<file path="config.mk">
export PLATFORM = sky130hd
export DESIGN_NAME = conv_loop_scheduler
export DESIGN_NICKNAME = d
export VERILOG_FILES = /design/src/rtl/conv_pkg.sv /design/src/rtl/conv_loop_scheduler_wrap_counter.sv /design/src/rtl/conv_loop_scheduler.sv
export SDC_FILE = /design/constraint.sdc
export NUM_CORES = 1
export LEC_CHECK = 0
export ABC_AREA = 1
export BUFFER_PORTS_ARGS = -buffer_cell sky130_fd_sc_hd__buf_2
export CORE_MARGIN = 8
export CORE_UTILIZATION = 45
export DETAILED_ROUTE_END_ITERATION = 7
export MAX_ROUTING_LAYER = met4
export PLACE_DENSITY = 0.68
export SLEW_MARGIN = 20
export SYNTH_ARGS = -nofsm -noshare
export SYNTH_HDL_FRONTEND = slang
export SYNTH_SLANG_ARGS = --single-unit
export TNS_END_PERCENT = 100
</file>
<file path="constraint.sdc">
create_clock -name clk -period 2.6 [get_ports clk]
set_clock_uncertainty 0.05 [all_clocks]
set_input_delay 0.52 -clock clk [delete_from_list [all_inputs] [get_ports clk]]
set_output_delay 0.52 -clock clk [all_outputs]
set_load 0.005 [all_outputs]
</file>
<file path="src/rtl/conv_pkg.sv">
// Shared types and sizing helpers for the convolution loop scheduler.
// Latency: n/a (declarations only).
// Backpressure: n/a.
package conv_pkg;

  // Scheduler phases: wait for start, consume taps, report one finished result.
  typedef enum logic [1:0] {
    IDLE   = 2'd0,
    FETCH  = 2'd1,
    OUTPUT = 2'd2
  } sched_state_t;

  // Default layer geometry.
  localparam int DEF_FEATURE_MAP_WIDTH  = 128;
  localparam int DEF_FEATURE_MAP_HEIGHT = 128;
  localparam int DEF_INPUT_NB_CHANNELS  = 2;
  localparam int DEF_OUTPUT_NB_CHANNELS = 16;
  localparam int DEF_KERNEL_SIZE        = 3;

  // Counter width that never collapses to zero bits for a loop of one.
  function automatic int cnt_w(input int n);
    return (n > 1) ? $clog2(n) : 1;
  endfunction

  localparam int KERNEL_HALF = DEF_KERNEL_SIZE / 2;
  localparam int X_W  = cnt_w(DEF_FEATURE_MAP_WIDTH);
  localparam int Y_W  = cnt_w(DEF_FEATURE_MAP_HEIGHT);
  localparam int CO_W = cnt_w(DEF_OUTPUT_NB_CHANNELS);
  localparam int CI_W = cnt_w(DEF_INPUT_NB_CHANNELS);
  localparam int K_W  = cnt_w(DEF_KERNEL_SIZE);

endpackage

</file>
<file path="src/rtl/conv_loop_scheduler_wrap_counter.sv">
// One loop index of the nest: counts 0..MAX and wraps, flagging its terminal value.
// Latency: value updates on the edge after inc; last is combinational from value.
// Backpressure: none; the caller only raises inc when the loop really advances.
module wrap_counter #(
  parameter int MAX = 1,
  parameter int W   = 1
) (
  input  logic         clk,
  input  logic         arst_n,
  input  logic         inc,
  input  logic         clr,
  output logic [W-1:0] value,
  output logic         last
);

  assign last = (value == W'(MAX));

  // Count with wrap; clr forces the index back to the start of its loop.
  always_ff @(posedge clk or negedge arst_n) begin
    if (!arst_n) begin
      value <= '0;
    end else if (clr) begin
      value <= '0;
    end else if (inc) begin
      value <= last ? '0 : value + 1'b1;
    end
  end

endmodule

</file>
<file path="src/rtl/conv_loop_scheduler.sv">
// Sequences the conv loop nest (y, x, co, ky, kx, ci) and drives MAC/padding controls.
// Latency: one tap per cycle while streams are valid, plus one OUTPUT cycle per result.
// Backpressure: joint a/b handshake; nothing is consumed unless b (and a on unpadded taps) is valid.
module conv_loop_scheduler
  import conv_pkg::*;
#(
  parameter int FEATURE_MAP_WIDTH  = DEF_FEATURE_MAP_WIDTH,
  parameter int FEATURE_MAP_HEIGHT = DEF_FEATURE_MAP_HEIGHT,
  parameter int INPUT_NB_CHANNELS  = DEF_INPUT_NB_CHANNELS,
  parameter int OUTPUT_NB_CHANNELS = DEF_OUTPUT_NB_CHANNELS,
  parameter int KERNEL_SIZE        = DEF_KERNEL_SIZE
) (
  input  logic                                  clk,
  input  logic                                  arst_n_in,
  input  logic                                  start,
  output logic                                  running,
  input  logic                                  a_valid,
  output logic                                  a_ready,
  input  logic                                  b_valid,
  output logic                                  b_ready,
  output logic                                  a_zero_flag,
  output logic                                  mac_en,
  output logic                                  mac_clear,
  output logic                                  output_valid,
  output logic [$clog2(FEATURE_MAP_WIDTH)-1:0]  output_x,
  output logic [$clog2(FEATURE_MAP_HEIGHT)-1:0] output_y,
  output logic [$clog2(OUTPUT_NB_CHANNELS)-1:0] output_ch
);

  localparam int XW = $clog2(FEATURE_MAP_WIDTH);
  localparam int YW = $clog2(FEATURE_MAP_HEIGHT);
  localparam int CW = $clog2(OUTPUT_NB_CHANNELS);
  localparam int IW = cnt_w(INPUT_NB_CHANNELS);
  localparam int KW = cnt_w(KERNEL_SIZE);
  localparam int KH = KERNEL_SIZE / 2;

  sched_state_t state, state_nxt;

  logic [IW-1:0] ci_val;
  logic [KW-1:0] kx_val, ky_val;
  logic [CW-1:0] co_val;
  logic [XW-1:0] x_val;
  logic [YW-1:0] y_val;
  logic          ci_last, kx_last, ky_last, co_last, x_last, y_last;

  logic in_idle, in_fetch, in_output;
  logic pad, first_tap, last_tap, last_out;
  logic ci_inc, kx_inc, ky_inc, co_inc, x_inc, y_inc;

  assign in_idle   = (state == IDLE);
  assign in_fetch  = (state == FETCH);
  assign in_output = (state == OUTPUT);

  assign first_tap = (ci_val == '0) && (kx_val == '0) && (ky_val == '0);
  assign last_tap  = ci_last && kx_last && ky_last;
  assign last_out  = co_last && x_last && y_last;

  // Inner loop advances on every b transfer; outer loop once per OUTPUT cycle.
  assign ci_inc = b_ready;
  assign kx_inc = ci_inc && ci_last;
  assign ky_inc = kx_inc && kx_last;
  assign co_inc = in_output;
  assign x_inc  = co_inc && co_last;
  assign y_inc  = x_inc && x_last;

  wrap_counter #(.MAX(INPUT_NB_CHANNELS - 1), .W(IW)) u_ci (
    .clk(clk), .arst_n(arst_n_in), .inc(ci_inc), .clr(in_idle), .value(ci_val), .last(ci_last));
  wrap_counter #(.MAX(KERNEL_SIZE - 1), .W(KW)) u_kx (
    .clk(clk), .arst_n(arst_n_in), .inc(kx_inc), .clr(in_idle), .value(kx_val), .last(kx_last));
  wrap_counter #(.MAX(KERNEL_SIZE - 1), .W(KW)) u_ky (
    .clk(clk), .arst_n(arst_n_in), .inc(ky_inc), .clr(in_idle), .value(ky_val), .last(ky_last));
  wrap_counter #(.MAX(OUTPUT_NB_CHANNELS - 1), .W(CW)) u_co (
    .clk(clk), .arst_n(arst_n_in), .inc(co_inc), .clr(in_idle), .value(co_val), .last(co_last));
  wrap_counter #(.MAX(FEATURE_MAP_WIDTH - 1), .W(XW)) u_x (
    .clk(clk), .arst_n(arst_n_in), .inc(x_inc), .clr(in_idle), .value(x_val), .last(x_last));
  wrap_counter #(.MAX(FEATURE_MAP_HEIGHT - 1), .W(YW)) u_y (
    .clk(clk), .arst_n(arst_n_in), .inc(y_inc), .clr(in_idle), .value(y_val), .last(y_last));

  // Tap position in the input map; anything outside is zero padding (same-padding).
  always_comb begin
    int ix;
    int iy;
    ix  = int'(x_val) + int'(kx_val) - KH;
    iy  = int'(y_val) + int'(ky_val) - KH;
    pad = (ix < 0) || (ix >= FEATURE_MAP_WIDTH) || (iy < 0) || (iy >= FEATURE_MAP_HEIGHT);
  end

  // State register.
  always_ff @(posedge clk or negedge arst_n_in) begin
    if (!arst_n_in) begin
      state <= IDLE;
    end else begin
      state <= state_nxt;
    end
  end

  // Next state and handshake/MAC controls; padded taps consume b only.
  always_comb begin
    state_nxt    = state;
    a_ready      = 1'b0;
    b_ready      = 1'b0;
    mac_en       = 1'b0;
    mac_clear    = 1'b0;
    output_valid = 1'b0;
    case (state)
      IDLE: begin
        if (start) state_nxt = FETCH;
      end
      FETCH: begin
        a_ready   = a_valid && b_valid && !pad;
        b_ready   = b_valid && (a_valid || pad);
        mac_en    = b_ready;
        mac_clear = b_ready && first_tap;
        if (b_ready && last_tap) state_nxt = OUTPUT;
      end
      OUTPUT: begin
        output_valid = 1'b1;
        state_nxt    = last_out ? IDLE : FETCH;
      end
      default: state_nxt = IDLE;
    endcase
  end

  assign running     = !in_idle;
  assign a_zero_flag = in_fetch && pad;
  assign output_x    = x_val;
  assign output_y    = y_val;
  assign output_ch   = co_val;

endmodule

</file>
# ---- After elaboration in Yosys (flattened, before gate mapping)
# Index checks and enable logic that the tools add are counted.
dict set report classes {
  n_reduce_logical 32
  multipliers 0
  n_eq_ne 9
  n_addsub 10
  shifts 0
  bitwise_logic 1
  muxes 26
  div 0
  order_cmp 4
}
# cell n
set ops {}
lappend ops {{two-way mux 7 bit} 6}
lappend ops {{greater-or-equal comparator 9 bit (second input constant)} 2}
lappend ops {{< comparator 9 x 1 -> 1 bit (second input constant)} 2}
lappend ops {{subtractor 8 x 1 -> 9 bit (second input constant)} 2}
lappend ops {{adder 7 x 2 -> 8 bit} 2}
lappend ops {{logical AND 1 bit} 16}
lappend ops {{two-way mux 2 bit} 8}
lappend ops {{adder 7 x 1 -> 7 bit (second input constant)} 2}
lappend ops {{== test 7 bit (second input constant)} 2}
lappend ops {{two-way mux 4 bit} 3}
lappend ops {{nonzero test 2 bit} 6}
lappend ops {{two-way mux 1 bit} 8}
lappend ops {{== test 2 bit (second input constant)} 3}
lappend ops {{zero test 2 bit} 3}
lappend ops {{one-hot mux 2 bit (3 select lines)} 1}
lappend ops {{adder 2 x 1 -> 2 bit (second input constant)} 2}
lappend ops {{adder 4 x 1 -> 4 bit (second input constant)} 1}
lappend ops {{== test 4 bit (second input constant)} 1}
lappend ops {{logical OR 1 bit} 4}
lappend ops {{== test 2 x 1 -> 1 bit (second input constant)} 1}
lappend ops {{zero test 1 bit} 2}
lappend ops {{!= test 2 x 1 -> 1 bit (second input constant)} 1}
lappend ops {{!= test 2 bit (second input constant)} 1}
lappend ops {{AND reduction 2 bit} 1}
lappend ops {{other kinds (2)} 2}
dict set report totals {
  latch_bits 0
  in_bits 5
  register_bits 25
  mem_bits_ro 0
  ramBits 0
  memories 0
}

# ---- Longest topological paths before layout
dict set report depth {
  word_depth 13
  mapped_depth 20
  depth_no_buf 20
}

# ---- By module
# A second synthesis with hierarchy kept.
dict set report unflattened {
  hier_cells 309
  hier_area_um2 2152.1
}
# module area_each_um2 instances cells_each seq_area_each_um2
set by_module_without_submodules {}
lappend by_module_without_submodules {conv_loop_scheduler 843.3 1 140 50.0}
lappend by_module_without_submodules {{wrap_counter at u_x ...} 420.4 2 55 175.2}
lappend by_module_without_submodules {{wrap_counter at u_co} 224.0 1 26 100.1}
lappend by_module_without_submodules {{wrap_counter at u_kx ...} 96.3 2 13 50.0}
lappend by_module_without_submodules {{wrap_counter at u_ci} 51.3 1 7 25.0}

# ---- Least setup slack after synthesis
# No wires, ideal clock.
dict set report synth_path {
  kind {reg-to-output}
  startpoint {register u_y.value[1]}
  endpoint {output mac_en}
  arrival_time_ps 2126
  n_path_buf 1
  setup_slack_ps -96
  required_time_ps 2030
  path_stages_with_launch 19
  path_cell_list {dfrtp_1 -> inv_1 -> ha_1 -> inv_1 -> ha_1 -> inv_1 -> fa_1 -> inv_1 -> nand2_1 -> nand2_1 -> nand2_1 -> nand2_1 -> nand2_1 -> nand2_1 -> nor2_1 -> nand3_1 -> nand2_1 -> nor2_2 -> buf_4}
}
dict set report synth_between {
  elab_chain_len 8
}
# element line_no
set synth_lines {}
lappend synth_lines {{start, declared} conv_loop_scheduler_wrap_counter.sv:12} ;# output logic [W-1:0] value,
lappend synth_lines {{start signal, assigned} conv_loop_scheduler_wrap_counter.sv:25} ;# value <= last ? '0 : value + 1'b1;
lappend synth_lines {{adder 7 x 2 -> 8 bit *} conv_loop_scheduler.sv:84} ;# iy = int'(y_val) + int'(ky_val) - KH;
lappend synth_lines {{subtractor 8 x 1 -> 9 bit *} conv_loop_scheduler.sv:84}
lappend synth_lines {{< comparator 9 x 1 -> 1 bit} conv_loop_scheduler.sv:85} ;# pad = (ix < 0) || (ix >= FEATURE_MAP_WIDTH) || (iy < 0) || (iy >= FEATURE_MAP_HEIGHT);
lappend synth_lines {{logical OR 1 bit} conv_loop_scheduler.sv:85}
lappend synth_lines {{logical OR 1 bit *} conv_loop_scheduler.sv:85}
lappend synth_lines {{logical OR 1 bit *} conv_loop_scheduler.sv:111} ;# b_ready = b_valid && (a_valid || pad);
lappend synth_lines {{logical AND 1 bit *} conv_loop_scheduler.sv:111}
lappend synth_lines {{two-way mux 1 bit *} n/a}
lappend synth_lines {{end, declared} conv_loop_scheduler.sv:22} ;# output logic mac_en,
# Every way passes the cells marked *; elsewhere a longest branch is shown, timed or not.

# ---- Final worst setup path
dict set report layout_path {
  startpoint {register u_kx.value[1]}
  endpoint {output mac_clear}
}
dict set report layout_between {
  elab_chain_len 10
}
# element line_no
set layout_lines {}
lappend layout_lines {{start, declared} conv_loop_scheduler_wrap_counter.sv:12}
lappend layout_lines {{start signal, assigned} conv_loop_scheduler_wrap_counter.sv:25}
lappend layout_lines {{adder 7 x 2 -> 8 bit} conv_loop_scheduler.sv:83} ;# ix = int'(x_val) + int'(kx_val) - KH;
lappend layout_lines {{subtractor 8 x 1 -> 9 bit} conv_loop_scheduler.sv:83}
lappend layout_lines {{< comparator 9 x 1 -> 1 bit / greater-or-equal comparator 9 bit (equally long branches)} conv_loop_scheduler.sv:85}
lappend layout_lines {{logical OR 1 bit (3 in a row)} conv_loop_scheduler.sv:85}
lappend layout_lines {{logical OR 1 bit} conv_loop_scheduler.sv:111}
lappend layout_lines {{logical AND 1 bit} conv_loop_scheduler.sv:111}
lappend layout_lines {{logical AND 1 bit *} conv_loop_scheduler.sv:113} ;# mac_clear = b_ready && first_tap;
lappend layout_lines {{two-way mux 1 bit *} conv_loop_scheduler.sv:105} ;# case (state)
lappend layout_lines {{end, declared} conv_loop_scheduler.sv:23} ;# output logic mac_clear,
# Marks and branches as above.

==> flow_summary.json <==
{
  "status": "complete, but fails checks",
  "violations": "negative setup slack",
  "min_period_over_period_pct": 115,
  "p_leak_nw": 1.36,
  "mappedNetlistArea_sq_mm": 0.00196,
  "place.gp.congestion": 0.825,
  "yosysUniqueCellTypes": 28,
  "netSwitchingFraction_pct": 42.9,
  "rsz0062_at_grt": "yes",
  "drc_errors": 0,
  "grt.overflow.total": 0,
  "final_antenna_net_count": 0,
  "cp_max_fo": 2,
  "area_growth_pct": 27.7,
  "clk_pin_slew_ns": 0.09,
  "fp-row-count": 24,
  "grt_pass1_wl_um": 7630,
  "hold_viol": 0,
  "num_vias": 1762,
  "synth_flop_cell": "dfrtp_1",
  "dpl.cell_count": 350,
  "slew_viol_final": 0,
  "synth_edf_count": 0,
  "max_slew_margin_pct": 60.5,
  "setup_violations": 9,
  "total_power_mw": 1.78,
  "cts_buffers": 3,
  "dpl_cell_area_sq_mm": 0.00231,
  "synth.avg_cell_area_sq_um": 7.77,
  "dieArea_sq_mm": 0.00672,
  "cts.htree.levels": 1,
  "cap_viol_max_count": 0,
  "die_h_um": 82.0,
  "final_cells": 362,
  "grt_pass1_vias": 1740,
  "irDropWorstVdd_uv": 540,
  "final_area_sq_mm": 0.00250,
  "layout.nets": 346,
  "place_hpwl_um": 3420,
  "finalCriticalPeriod_ns": 2.99,
  "initial_utilization_pct": 45.9,
  "r2r_cells": 19,
  "combPwrFrac_pct": 59.0,
  "clk_latency_ns": 0.27,
  "worstMarginPinSlew_ns": 0.593,
  "crit_arrival_ns": 2.42,
  "io_buffers": 29,
  "cts_tree": "built",
  "async_flop_share_pct": 100,
  "p_seq_share_pct": 27.8,
  "ys_seq_area_share_pct": 31.9,
  "synthCells": 252,
  "hold_class": "input pin to asynchronous set/reset pin",
  "ff2ff_setup_slack_ns": -0.11,
  "r2r-start": "u_kx.value[1]",
  "synth_fp_nets": 287,
  "routed_wl_um": 4580,
  "drive_above_1_share_pct": 30.3,
  "cellPowerDensity_mw_per_mm2": 712,
  "start_kind": "flop",
  "grt_max_degree": 26,
  "ys_warn_count": 0,
  "cp.required_ns": 2.03,
  "layout_setup_ws_ns": -0.388,
  "ys_ff_latch": 25,
  "viasPerCell": 4.87,
  "p_int_mw": 1.02,
  "antenna_found_initial": 0,
  "cts_sinks": 25,
  "fp.dieW_um": 82.0,
  "drtIter0Drc": 72,
  "num_antenna_cells": 0,
  "power_switching_mw": 0.763,
  "root_buffer": "clkbuf_8",
  "reg2reg_to": "u_ky.value[1]",
  "track_usage_pct": 14.3,
  "fmax_ghz": 0.335,
  "first_pass_iters": 4,
  "cts_buffer_depth": 2,
  "wl_per_cell_um": 12.6,
  "endpoint_kind": "primary output",
  "pwr-share-clk_pct": 13.2,
  "ios": 30,
  "core_area_sq_mm": 0.00426,
  "criticalPathCategory": "flop to primary output"
}
registers in the layout, summed over array words and instances, names as in the netlist:
register,count
state,2
u_ci.last,1
u_co.value,4
u_kx.value,2
u_ky.value,2
u_x.value,7
u_y.value,7
kinds of logic (layout without fill, tap and decap cells):
logic type      count (synthesis)  count (layout)  synth area share [%]
compound gates                 28              28                  8.50
xor+xnor                        5               5                  2.24
fa+ha+maj                      30              30                  19.9
buf+inv                        52             110                  10.3
flops                          25              25                  31.9
simple gates                  112             112                  27.1
layout by cell type, fill, tap and decap left out, drive strengths merged:
cell,n
fa,2
nand2,50
nor3,8
inv,51
and2,1
nand4,5
o21ai,13
a21oi,9
clkbuf,4
nor4,1
nand3,18
nor2,28
xor2,5
ha,28
a31oi,1
buf,55
nand3b,1
a21boi,1
o22ai,3
a22o,1
dfrtp,25
metrics by stage:
stage / setup TNS (ns) / hold slack (ns) / utilization, % / setup WS (ns)
5_1_grt: -3.65 / 0.246 / 58.6 / -0.551
2_1_floorplan: -0.0422 / 0.174 / - / -0.0422
3_5_place_dp: -0.867 / 0.502 / 54.1 / -0.202
6_report: -2.21 / 0.195 / 58.6 / -0.388
3_3_place_gp: -0.723 / 0.489 / 54.1 / -0.171
4_1_cts: -1.76 / 0.216 / 57.1 / -0.390
Yosys cell counts (2+ instances only):
cell type  count  area (sq um)
inv_1         49           184
nand2_1       48           180
fa_1           2          40.0
xor2_1         5          43.8
ha_1          28           350
nand3_1       18          90.1
nor3_1         7          35.0
dfrtp_1       25           626
nor2_1        22          82.6
o21ai_0       12          60.1
nor2_4         4          45.0
nor2_2         2          12.5
o22ai_1        3          18.8
nand4_1        5          31.3
a21oi_1        9          45.0
metal layers:
layer  share of wire (%)  track usage [%]  routed length [um]
met1                  47             17.8                2150
met2                  49             24.1                2260
met3                 3.1             2.08                 143
met4                0.59             2.81                  27
met5                   0                -                   0
worst max-delay path by stage:
| stage | start | endpoint | slack, ns |
|---|---|---|---|
| after detailed placement | u_ky.value[1] | mac_clear | -0.20 |
| after CTS | u_ky.value[1] | a_ready | -0.39 |
| after floorplan | u_ky.value[1] | mac_en | -0.04 |
| final | u_kx.value[1] | mac_clear | -0.39 |
| after global routing | u_y.value[0] | a_ready | -0.55 |
| after global placement | u_ky.value[1] | mac_clear | -0.17 |
worst max-delay path, cell delays in order, from the launching register on:
cell	delay, ns
dfrtp_1	0.39
inv_1	0.09
ha_1	0.22
inv_1	0.06
ha_2	0.17
inv_1	0.05
fa_1	0.33
nand3b_1	0.18
nand3_1	0.08
nand2_1	0.06
nand2_2	0.10
nand3_2	0.12
nand2_2	0.13
nor3_2	0.04
buf_2	0.13
cell type report:
cell class                 count  area (sq um)
tap                           52          65.1
inverter                      51           194
fill                         405          1760
clock buffer                   4          45.0
sequential                    25           626
multi-input combinational    175          1220
timing repair buffer          55           352
repair_timing:
item,in CTS,in global routing
setup buffers,5,5
setup endpoints to repair,6,11
pin swaps,4,8
hold buffers,0,0
gates resized for setup,11,16
power by group through the flow:
| stage | registers (mW) | clock network (mW) | logic [mW] |
|---|---|---|---|
| after global routing | 0.504 | 0.257 | 1.17 |
| final | 0.496 | 0.235 | 1.05 |
| after detailed placement | 0.501 | 0 | 0.846 |
| after global placement | 0.500 | 0 | 0.833 |
| after floorplan | 0.507 | 0 | 0.534 |
| after CTS | 0.495 | 0.249 | 0.940 |
(Power assumes the default switching activity.)
